--- config.mk ---
export PLATFORM = sky130hd
export DESIGN_NAME = memif_stream
export DESIGN_NICKNAME = d
export VERILOG_FILES = /design/src/rtl/memif_pkg.sv /design/src/rtl/memif_packet_codec.sv /design/src/rtl/memif_stream.sv
export SDC_FILE = /design/constraint.sdc
export NUM_CORES = 1
export LEC_CHECK = 0
export BUFFER_PORTS_ARGS = -buffer_cell sky130_fd_sc_hd__buf_4
export CAP_MARGIN = 20
export CELL_PAD_IN_SITES_DETAIL_PLACEMENT = 1
export CELL_PAD_IN_SITES_GLOBAL_PLACEMENT = 1
export CORE_ASPECT_RATIO = 0.75
export CORE_MARGIN = 2
export CORE_UTILIZATION = 40
export CTS_BUF_LIST = sky130_fd_sc_hd__clkbuf_8 sky130_fd_sc_hd__clkbuf_16
export CTS_CLUSTER_DIAMETER = 100
export DETAILED_ROUTE_END_ITERATION = 12
export HOLD_SLACK_MARGIN = 0.05
export PLACE_DENSITY = 0.78
export SETUP_SLACK_MARGIN = 0.2
export SKIP_CTS_REPAIR_TIMING = 1
export SLEW_MARGIN = 20
export SYNTH_ARGS = -nofsm -noshare
export SYNTH_HDL_FRONTEND = slang
export SYNTH_HIERARCHICAL = 1
export SYNTH_SLANG_ARGS = --single-unit
export TNS_END_PERCENT = 100
--- constraint.sdc ---
create_clock -name clk -period 5.67 [get_ports clk]
set_input_delay 1.134 -clock clk [delete_from_list [all_inputs] [get_ports clk]]
set_output_delay 1.134 -clock clk [all_outputs]
set_load 0.01 [all_outputs]
--- src/rtl/memif_pkg.sv ---
// memif_pkg: shared definitions for the memif_stream bridge.
//   - Chunk tag constants used by the packet codec.
//   - Controller state encoding.
`timescale 1ns/1ps
package memif_pkg;

  // Chunk tags: the first data chunk, every later chunk, and the header's first chunk.
  localparam logic [1:0] TAG_FIRST = 2'b01;
  localparam logic [1:0] TAG_REST  = 2'b10;
  localparam logic [1:0] TAG_HDR   = 2'b11;

  typedef enum logic [2:0] {
    IDLE,
    HDR,
    FETCH,
    LOAD,
    STREAM
  } state_t;

endpackage

--- src/rtl/memif_packet_codec.sv ---
// memif_packet_codec: combinational framing/unframing of tagged packets.
//   A packet holds NUM_CHUNKS chunks, chunk 0 most significant, each {tag, CW bits}.
// Ports:
//   i_word     in   word to be framed with data tags
//   i_packet   in   received packet to be unframed and tag-checked
//   o_packet   out  framed i_word
//   o_payload  out  i_packet with tags stripped
//   o_data_ok  out  i_packet carries the data tag pattern
//   o_hdr_ok   out  i_packet carries the header tag pattern
`timescale 1ns/1ps
module memif_packet_codec
  import memif_pkg::*;
#(
  parameter int WORD_WIDTH = 36,
  parameter int NUM_CHUNKS = 2,
  localparam int CW = WORD_WIDTH / NUM_CHUNKS,
  localparam int PACKET_WIDTH = WORD_WIDTH + 2 * NUM_CHUNKS
) (
  input  logic [WORD_WIDTH-1:0]   i_word,
  input  logic [PACKET_WIDTH-1:0] i_packet,
  output logic [PACKET_WIDTH-1:0] o_packet,
  output logic [WORD_WIDTH-1:0]   o_payload,
  output logic                    o_data_ok,
  output logic                    o_hdr_ok
);

  logic [NUM_CHUNKS-1:0] w_data_tag_ok;
  logic [NUM_CHUNKS-1:0] w_hdr_tag_ok;

  generate
    for (genvar gi = 0; gi < NUM_CHUNKS; gi++) begin : g_chunk
      // Chunk gi sits at these offsets in the packet and in the word.
      localparam int PLSB = (NUM_CHUNKS - 1 - gi) * (CW + 2);
      localparam int WLSB = (NUM_CHUNKS - 1 - gi) * CW;
      localparam logic [1:0] DATA_TAG = (gi == 0) ? TAG_FIRST : TAG_REST;
      localparam logic [1:0] HDR_TAG  = (gi == 0) ? TAG_HDR : TAG_REST;

      logic [1:0] w_tag;

      assign o_packet[PLSB +: CW+2]  = {DATA_TAG, i_word[WLSB +: CW]};
      assign o_payload[WLSB +: CW]   = i_packet[PLSB +: CW];
      assign w_tag                   = i_packet[PLSB+CW +: 2];
      assign w_data_tag_ok[gi]       = (w_tag == DATA_TAG);
      assign w_hdr_tag_ok[gi]        = (w_tag == HDR_TAG);
    end
  endgenerate

  assign o_data_ok = &w_data_tag_ok;
  assign o_hdr_ok  = &w_hdr_tag_ok;

endmodule

--- src/rtl/memif_stream.sv ---
// memif_stream: bridge between a packet serdes and a word-wide parameter memory.
//   Each frame starts with a status reply (error count); the host's first packet is a
//   header (start address, write mode), then data packets stream reads/writes at
//   auto-incrementing, DEPTH-wrapping addresses.
// Ports:
//   clk, reset          clock, asynchronous active-high reset
//   frame_start         chip-select pulse, restarts the frame
//   in_word, in_valid   received packet and its strobe
//   out_word, out_load  packet to transmit and its load strobe
//   rd_addr, rd_data    memory read port (one cycle read latency)
//   wr_addr, wr_data, wr_en  memory write port
//   frame_active        controller is inside a frame
//   last_valid          tag check result of the latest data packet
//   err_count           saturating framing/protocol error count
`timescale 1ns/1ps
module memif_stream
  import memif_pkg::*;
#(
  parameter int WORD_WIDTH = 36,
  parameter int ADDR_WIDTH = 10,
  parameter int DEPTH      = 1024,
  parameter int NUM_CHUNKS = 2,
  parameter int ERR_WIDTH  = 8,
  localparam int PACKET_WIDTH = WORD_WIDTH + 2 * NUM_CHUNKS
) (
  input  logic                    clk,
  input  logic                    reset,
  input  logic                    frame_start,
  input  logic [PACKET_WIDTH-1:0] in_word,
  input  logic                    in_valid,
  output logic [PACKET_WIDTH-1:0] out_word,
  output logic                    out_load,
  output logic [ADDR_WIDTH-1:0]   rd_addr,
  input  logic [WORD_WIDTH-1:0]   rd_data,
  output logic [ADDR_WIDTH-1:0]   wr_addr,
  output logic [WORD_WIDTH-1:0]   wr_data,
  output logic                    wr_en,
  output logic                    frame_active,
  output logic                    last_valid,
  output logic [ERR_WIDTH-1:0]    err_count
);

  state_t                  r_state;
  logic                    r_wr_mode;
  logic [ADDR_WIDTH-1:0]   r_wr_ptr;
  logic [PACKET_WIDTH-1:0] r_out_word;
  logic                    r_out_load;
  logic [ADDR_WIDTH-1:0]   r_rd_addr;
  logic [ADDR_WIDTH-1:0]   r_wr_addr;
  logic [WORD_WIDTH-1:0]   r_wr_data;
  logic                    r_wr_en;
  logic                    r_last_valid;
  logic [ERR_WIDTH-1:0]    r_err;

  logic [WORD_WIDTH-1:0]   w_frame_src;
  logic [PACKET_WIDTH-1:0] w_framed;
  logic [WORD_WIDTH-1:0]   w_payload;
  logic                    w_data_ok;
  logic                    w_hdr_ok;
  logic [ERR_WIDTH-1:0]    w_err_inc;

  function automatic logic [ADDR_WIDTH-1:0] addr_inc(input logic [ADDR_WIDTH-1:0] a);
    return (a == ADDR_WIDTH'(DEPTH - 1)) ? '0 : a + 1'b1;
  endfunction

  // One framer serves both replies: the status word on frame_start, memory data otherwise.
  assign w_frame_src = frame_start ? WORD_WIDTH'(r_err) : rd_data;
  assign w_err_inc   = (&r_err) ? r_err : r_err + 1'b1;

  memif_packet_codec #(
    .WORD_WIDTH (WORD_WIDTH),
    .NUM_CHUNKS (NUM_CHUNKS)
  ) u_codec (
    .i_word    (w_frame_src),
    .i_packet  (in_word),
    .o_packet  (w_framed),
    .o_payload (w_payload),
    .o_data_ok (w_data_ok),
    .o_hdr_ok  (w_hdr_ok)
  );

  always_ff @(posedge clk or posedge reset) begin
    if (reset) begin
      r_state      <= IDLE;
      r_wr_mode    <= 1'b0;
      r_wr_ptr     <= '0;
      r_out_word   <= '0;
      r_out_load   <= 1'b0;
      r_rd_addr    <= '0;
      r_wr_addr    <= '0;
      r_wr_data    <= '0;
      r_wr_en      <= 1'b0;
      r_last_valid <= 1'b0;
      r_err        <= '0;
    end else begin
      r_out_load <= 1'b0;
      r_wr_en    <= 1'b0;
      if (frame_start) begin
        // Restart from any state; a coincident packet is discarded.
        r_out_word <= w_framed;
        r_out_load <= 1'b1;
        r_state    <= HDR;
      end else begin
        case (r_state)
          HDR: begin
            if (in_valid) begin
              if (w_hdr_ok) begin
                r_wr_mode <= w_payload[WORD_WIDTH-1];
                r_rd_addr <= w_payload[ADDR_WIDTH-1:0];
                r_wr_addr <= w_payload[ADDR_WIDTH-1:0];
                r_wr_ptr  <= w_payload[ADDR_WIDTH-1:0];
                r_state   <= FETCH;
              end else begin
                r_err   <= w_err_inc;
                r_state <= IDLE;
              end
            end
          end
          FETCH: begin
            // Memory read of the start address is in flight.
            if (in_valid) r_err <= w_err_inc;
            r_state <= LOAD;
          end
          LOAD: begin
            if (in_valid) r_err <= w_err_inc;
            r_out_word <= w_framed;
            r_out_load <= 1'b1;
            r_rd_addr  <= addr_inc(r_rd_addr);
            r_state    <= STREAM;
          end
          STREAM: begin
            if (in_valid) begin
              r_out_word   <= w_framed;
              r_out_load   <= 1'b1;
              r_rd_addr    <= addr_inc(r_rd_addr);
              r_last_valid <= w_data_ok;
              if (w_data_ok && r_wr_mode) begin
                r_wr_en   <= 1'b1;
                r_wr_data <= w_payload;
                r_wr_addr <= r_wr_ptr;
              end else if (!w_data_ok) begin
                r_err <= w_err_inc;
              end
              // Advance even on a bad packet so later words land where the host expects.
              r_wr_ptr <= addr_inc(r_wr_ptr);
            end
          end
          default: r_state <= IDLE;
        endcase
      end
    end
  end

  assign out_word     = r_out_word;
  assign out_load     = r_out_load;
  assign rd_addr      = r_rd_addr;
  assign wr_addr      = r_wr_addr;
  assign wr_data      = r_wr_data;
  assign wr_en        = r_wr_en;
  assign last_valid   = r_last_valid;
  assign err_count    = r_err;
  assign frame_active = (r_state != IDLE);

endmodule
==> flow_metrics.env <==
export IMPL_status="finished, final reports clean"
export IMPL_p_total_mw=2.568
export IMPL_synth_seq_cells=121
export IMPL_regArea_mm2=0.003028
export IMPL_track_usage=0.2043
export IMPL_dr_total_vias=4511
export IMPL_drv_slew=0
export IMPL_fin_area_mm2=0.007762
export IMPL_yosys_warnings=6
export IMPL_slowest_delay_ns=0.88
export IMPL_routed_wl_um=16110
export IMPL_postPlaceCellArea_mm2=0.007196
export IMPL_fmax_mhz=340.3
export IMPL_post_route_min_period_ns=2.938
export IMPL_skew_ns=0.006147
export IMPL_synth_largest_area_cell="dfrtp_1"
export IMPL_vias_per_cell=5.091
export IMPL_p_leak_nw=3.823
export IMPL_insertedDiodeCount=0
export IMPL_crit_start="r_state[1]"
export IMPL_yosys_top_cells_area="dfrtp_1, mux2_2, buf_4"
export IMPL_netlist_area_mm2=0.006201
export IMPL_ioPinCount=188
export IMPL_crit_slowest_cell="nor3b_4"
export IMPL_combPwrFrac=0.181
export IMPL_nNetsFinal=754
export IMPL_path_clk_slew_ns=0.05
export IMPL_drtIter0Drc=163
export IMPL_worstPathArrival_ns=3.22
export IMPL_setup_slack_ns=2.732
export IMPL_grt_pass1_vias=5012
export IMPL_dp_slack_ns=2.264
export IMPL_slew_headroom=0.3345
export IMPL_cts_tree="done"
export IMPL_cap_violations=0
export IMPL_dr_pass1_iters=4
export IMPL_hold_class="flop to flop"
export IMPL_cts_root_buf="clkbuf_16"
export IMPL_crit_path_end_kind="flop"
export IMPL_start_kind="flop"
export IMPL_hold_ws_ns=0.4866
export IMPL_crit_family="simple AND/OR/NAND/NOR gates"
export IMPL_synthToLayoutAreaGrowth_pct=25.18
export IMPL_seqPwrFrac=0.430
export IMPL_drive_above_1_share=0.4229
export IMPL_fin_crit_sh=0.5182
export IMPL_htree_levels=4
export IMPL_crit_path_end="wr_data[21]"
export IMPL_grt_ovfl_total=0
export IMPL_pwr_density_cell_mw_per_mm2=330.8
export IMPL_dieArea_mm2=0.01653
export IMPL_vdd_ir_drop_max_v=0.0002462
export IMPL_numCtsBuffers=17
export IMPL_timing_rr_start="r_state[1]"
export IMPL_grt_max_degree=65
export IMPL_rsz0062_at_grt="false"
export IMPL_grt_pass1_wl_um=26580
export IMPL_cts_sinks=121
export IMPL_clockPowerShare=0.390
export IMPL_worst_r2r_cell_count=5
export IMPL_synth_edf_count=0
export IMPL_rr_endpoint="wr_data[21]"
export IMPL_clk_latency_ns=0.41
export IMPL_chipHeight_um=111.8
export IMPL_crit_type="flop to flop"
export IMPL_syn_inst=562
export IMPL_place_congestion=0.7710
export IMPL_p_int_mw=1.855
export IMPL_yosysMostFrequentCell="dfrtp_1"
export IMPL_grt_antenna_before_repair=0
export IMPL_rrSetupSlack_ns=2.73
export IMPL_port_buffers=187
export IMPL_setup_viol=0
export IMPL_ys_seq_area_frac=0.4883
export IMPL_rows=39
export IMPL_yosysTopAreaCellShare=0.4883
export IMPL_critical_path_required_ns=5.95
export IMPL_route_detailed_drc=0
export IMPL_cp_num_buf_inv=1
export IMPL_clockBufferDepth=2
export IMPL_die_width_um=147.8
export IMPL_fill_cells=1647
export IMPL_switching_share=0.2776
export IMPL_cp_num_cells=5
export IMPL_crit_fanout=23
export IMPL_worstMarginPinSlew_ns=0.9971
export IMPL_hold_violations=0
export IMPL_multiInputGateArea_mm2=0.002475
export IMPL_core_mm2=0.01518
export IMPL_wl_per_cell_um=18.19
export IMPL_ant_nets=0
export IMPL_synth_cell_types=62
export IMPL_p_sw_mw=0.7129
export IMPL_synth_commonest_cells="dfrtp_1, buf_4, mux2_2"
export IMPL_setup_tns_final_ns=0
export IMPL_synthFlopType="dfrtp_1"
export IMPL_dpl_hpwl_um=11480
export IMPL_syn_area_per_cell_um2=11.03
export IMPL_ys_async_sr_fraction=1.000
export IMPL_crit_chain="nor3b_4 -> nand2_1 -> nor2_4 -> buf_16 -> mux2_1"
export IMPL_initial_core_util=0.4086
==> registers in the layout, summed over array words and instances, names as in the netlist, 3 cells and up <==
| name | count |
|---|---|
| out_word | 40 |
| wr_data | 36 |
| r_wr_ptr | 10 |
| rd_addr | 10 |
| wr_addr | 10 |
| err_count | 8 |
| r_state | 3 |
==> stage by stage <==
step,util,std cells
4_1_cts,0.5097,885
5_1_grt,0.5115,886
6_report,0.5115,886
3_5_place_dp,0.4742,856
2_1_floorplan,-,564
3_3_place_gp,0.4737,856
==> metal layers <==
metal  vias up  track usage  routed length (µm)
li1       2094            -                   -
met1      2271       0.2675                7142
met2       135       0.3312                7740
met3        11      0.05779                1089
met4         0      0.06218                 142
met5         -            0                   0
==> cell type report <==
type / instances / area share
flip-flops and latches: 121 / 0.3901
repair buffers: 190 / 0.1863
clock buffers: 21 / 0.06190
inverters: 4 / 0.002257
well taps: 205 / 0.03304
clock inverters: 8 / 0.007576
multi-input cells: 337 / 0.3188
==> cell families after synthesis <==
kind of cell / after synthesis / share of synthesized area
AOI/OAI and AO/OA: 82 / 0.08818
xor gates and xnor gates: 6 / 0.008475
adders and majority gates: 3 / 0.006054
buffers and inverters: 106 / 0.1168
DFF: 121 / 0.4883
muxes: 87 / 0.1578
other: 2 / 0.001211
and+or+nand+nor: 155 / 0.1332
==> how the worst min path moves through the flow <==
stage	startpoint	endpoint	cells after the start
6_report	wr_data[23]	wr_data[23]	1
5_1_grt	wr_data[23]	wr_data[23]	1
4_1_cts	wr_data[23]	wr_data[23]	1
3_5_place_dp	wr_data[23]	wr_data[23]	1
3_3_place_gp	wr_data[11]	wr_data[11]	1
2_1_floorplan	r_wr_mode	r_wr_mode	1
==> placed cells by master, fill, tap and decap left out, types with 5 or more instances in the layout <==
cell / instances
mux2_2: 56
o22ai_1: 5
nand3_1: 8
mux2_1: 30
nor2b_1: 30
o21ai_0: 10
nor2_1: 29
inv_1: 8
a31oi_1: 15
dfrtp_1: 121
clkbuf_16: 17
nand2_1: 49
a21oi_1: 22
buf_4: 189
nand4_1: 8
==> power groups by stage <==
stage	registers, mW	logic [mW]	clock network, mW
2_1_floorplan	1.11	0.245	0
3_3_place_gp	1.10	0.449	0
3_5_place_dp	1.11	0.469	0
4_1_cts	1.10	0.471	1.03
5_1_grt	1.12	0.512	1.06
6_report	1.10	0.464	1.00
Power figures use the tool's default switching activity.
